[src/rtl/mem_write_checker_pkg.sv]
// mem_write_checker_pkg: shared state/fail-code types and index-width helper
package mem_write_checker_pkg;
  typedef enum logic [1:0] {IDLE, RUN, PASS, FAIL} state_t;
  typedef enum logic [1:0] {FC_NONE, FC_ADDR_UNEXPECTED, FC_DATA_MISMATCH, FC_TIMEOUT} fail_code_t;
  localparam int FC_W = 2;
  function automatic int idx_w(input int n);
    return n > 1 ? $clog2(n) : 1;
  endfunction
endpackage

[src/rtl/mem_write_checker_exp_table.sv]
// exp_table: expected-store storage, matched bitmap and ordered/unordered lookup
module exp_table
  import mem_write_checker_pkg::*;
#(
  parameter int AW = 32,
  parameter int DW = 32,
  parameter int N = 4,
  parameter int IW = idx_w(N)
) (
  input  logic          clk,
  input  logic          reset,
  input  logic          we,
  input  logic [IW-1:0] widx,
  input  logic [AW-1:0] wadr,
  input  logic [DW-1:0] wdata,
  input  logic          mark,
  input  logic [IW-1:0] midx,
  input  logic [AW-1:0] adr,
  input  logic [DW-1:0] data,
  input  logic [IW-1:0] sel,
  output logic          hit,
  output logic [IW-1:0] hit_idx,
  output logic          ahit,
  output logic [IW-1:0] ahit_idx,
  output logic          sel_adr_eq,
  output logic          sel_data_eq
);
  logic [AW-1:0] ea [N];
  logic [DW-1:0] ed [N];
  logic [N-1:0] matched;
  always_ff @(posedge clk) begin
    if (we && 32'(widx) < N) begin
      ea[widx] <= wadr;
      ed[widx] <= wdata;
    end
  end
  always_ff @(posedge clk) begin
    if (reset) matched <= '0;
    else if (mark) matched[midx] <= 1'b1;
  end
  always_comb begin
    hit = 1'b0;
    hit_idx = '0;
    ahit = 1'b0;
    ahit_idx = '0;
    for (int i = N - 1; i >= 0; i--) begin
      if (!matched[i] && ea[i] == adr) begin
        ahit = 1'b1;
        ahit_idx = IW'(i);
        if (ed[i] == data) begin
          hit = 1'b1;
          hit_idx = IW'(i);
        end
      end
    end
  end
  assign sel_adr_eq = ea[sel] == adr;
  assign sel_data_eq = ed[sel] == data;
endmodule

[config.mk]
export PLATFORM = sky130hd
export DESIGN_NAME = exp_table
export DESIGN_NICKNAME = d
export VERILOG_FILES = /design/src/rtl/mem_write_checker_pkg.sv /design/src/rtl/mem_write_checker_exp_table.sv
export SDC_FILE = /design/constraint.sdc
export NUM_CORES = 1
export LEC_CHECK = 0
export BUFFER_PORTS_ARGS = -buffer_cell sky130_fd_sc_hd__clkbuf_2
export CORE_ASPECT_RATIO = 0.7
export CORE_MARGIN = 4
export CORE_UTILIZATION = 60
export CTS_CLUSTER_SIZE = 40
export DETAILED_ROUTE_END_ITERATION = 10
export GPL_ROUTABILITY_DRIVEN = 0
export PLACE_DENSITY_LB_ADDON = 0.12
export SYNTH_ARGS = -nofsm -noshare
export SYNTH_HDL_FRONTEND = slang
export SYNTH_SLANG_ARGS = --single-unit
[constraint.sdc]
create_clock -name clk -period 20.1 [get_ports clk]
set_clock_uncertainty 0.05 [all_clocks]
set_input_delay 4.02 -clock clk [delete_from_list [all_inputs] [get_ports clk]]
set_output_delay 4.02 -clock clk [all_outputs]
set_load 0.1 [all_outputs]
==> metrics.cfg <==
[power_and_ir_drop]
power_mw = 1.21
power.density_nw_per_um2 = 88.9
leakage_nw = 4.77
vdd.ir_drop.worst_mv = 0.0764

[clocking]
cts-resized-gates = 0
cts_htree_levels = 1
root_buffer = clkbuf_16
ctsLongestPathBuffers = 3
numCtsBuffers = 25
cts.clk_slew.worst_paths_ps = 60
postCtsHoldBufs = 0
clkLatencyLatePin_ps = 510
post_cts_buffers = 0
cts_tree = built
clock_sinks = 260

[timing]
maxSlewViolCount = 0
grt_setup_unrepaired = no
post-route-period-util = 0.539
fmax_mhz = 92.4
finalSetupTns_ps = 0
max_slew.worst_pin.slew_ps = 1020
worst_hold_slack_ps = 441
period_needed_ps = 10820
relSlewSlack = 0.318
finalHoldViolations = 0
finalSetupViolations = 0
fin_ws_ps = 9280

[drt]
totalWireLength_um = 26400
drc = 0
viasPerCell = 5.77
dr.first_iter.drc_count = 674
ant_nets = 0
wl_per_cell_um = 22.6
num_vias = 6746
drtPass1Iterations = 5

[synth]
synth_area_leaders = edfxtp_1 (65%), xor2_1 (15%), xnor2_1 (5.9%)
ys_types = 31
seq_area_frac_synth = 0.654
ys.warnings.count = 0
synthTopCellsByCount = edfxtp_1 (256), xor2_1 (204), xnor2_1 (80)
synth_top_area_cell = edfxtp_1
synthArstFlopShare = 0
synth_cells = 744
synth_edf_count = 256
synth_top_area_share = 0.647
synthFlopType = edfxtp_1
yosysMostFrequentCell = edfxtp_1
ys_ff_latch = 260
avgSynthCellArea_sq_um = 16.0
synth_area_sq_um = 11900
synthesis.nets = 882

[worst_setup_path]
cp_top_family = buffers and inverters
slowest_stage = mux4_2
cp_common_cell = clkbuf_2
arrival_ps = 6750
start_kind = input pin
worstSetupEndpointType = primary output
required_ps = 16030
crit_fanout = 30
cp_num_buf_inv = 3
crit_chain = clkbuf_2, buf_4, mux4_2, xor2_1, nor4_1, nand4_1, nor3_1, clkbuf_2
crit_type = in2out
critical-path-max-stage-delay_ps = 590

[floorplanning]
ios = 146
core-area_sq_um = 19200
die_area_sq_um = 22200
die_h_um = 126
start_util = 0.619
rows = 42
die_w_um = 176

[placement]
dpl_cell_area_sq_um = 12800
place_ws_ps = 9270
place_inst = 1124
dpl.hpwl_um = 18400
io_buffers = 145

[outcome]
status = complete, no violations

[grt]
overflow = 0
grt_use_total = 0.237
grt_pass1_wl_um = 40200
first_global_vias = 7116
antenna_found_initial = 1
grt_max_degree = 65

[finish]
area_growth_pct = 14.8
drive_gt1_frac = 0.243
diodes = 0
final_area_sq_um = 13600
nets = 1025
fin_util = 0.711
layoutNonFillerInstCount = 1170

[job]
maxCapViolCount = 0

[min_path]
hp-class = reg2reg

-- cells by family after synthesis --
family	Yosys count	synth area share
buffers and inverters	38	0.0136
muxes	29	0.0553
and+or+nand+nor	122	0.0605
AOI/OAI and AO/OA	11	0.00748
DFF	260	0.654
xor gates and xnor gates	284	0.209
-- worst reg2reg max path, delay by kind of cell (launching register included) --
| kind | cells | cell delay [ps] |
|---|---|---|
| flops | 1 | 330 |
| simple gates | 1 | 50 |
| compound gates | 1 | 140 |
-- state kept, by name, indices dropped and copies added, names as in the netlist --
register	cells
ed	128
ea	128
matched	4
-- layout by cell type (no fill, tap or decap) --
cell          n
a211oi_1      1
nor2_1       10
nor2_4        1
dfxtp_1       4
bufinv_16     3
nor3_2        1
nor3b_2       1
clkbuf_16    25
o211a_1       1
and3_2        1
inv_6         1
or4_1         1
nor3_1        8
a311oi_1      1
clkinvlp_4    1
o2bb2a_4      1
buf_4         5
xor2_1      204
or3_4         1
mux4_2       28
nand3_1      10
nor4_1       54
nor2b_1       1
edfxtp_1    256
clkinv_2      5
nand3b_1      1
clkbuf_1      6
clkinv_1      5
nand2_1       4
nand4_1      27
o211ai_1      1
xnor2_1      80
a31oi_1       4
mux4_1        1
clkbuf_2    145
and3b_2       1
inv_1         4
a21oi_1       2
-- metal layers --
layer	global-route usage	vias up	part of all wire
met5	0	-	0.00076
met4	0.0385	2	0.016
met3	0.0572	46	0.081
met2	0.358	259	0.45
met1	0.362	3370	0.45
li1	-	3069	-
-- path summary, 6_finish.rpt --
| path | from | cells after the start | slack, ps | to |
|---|---|---|---|---|
| worst max-delay path | sel[0] | 8 | 9280 | sel_data_eq |
| worst min-delay path | matched[3] | 2 | 440 | matched[3] |
| worst max register to register | matched[0] | 2 | 19430 | matched[0] |
| worst min register to register | matched[3] | 2 | 440 | matched[3] |
-- final cells by class --
class	count	area (sq um)
multi-input cells	446	3970
clock buffers	31	648
fillers	1273	5540
flip-flops and latches	260	7770
clock inverters	15	150
repair buffers	150	763
inverters	4	15.0
well taps	264	330
-- report_power, final --
part           internal [mW]  total (mW)  switching [mW]  leakage [nW]
clock network          0.267       0.460           0.193         0.390
logic                 0.0481       0.114          0.0655          2.00
registers              0.625       0.639          0.0137          2.38
(Power assumes the default switching activity.)
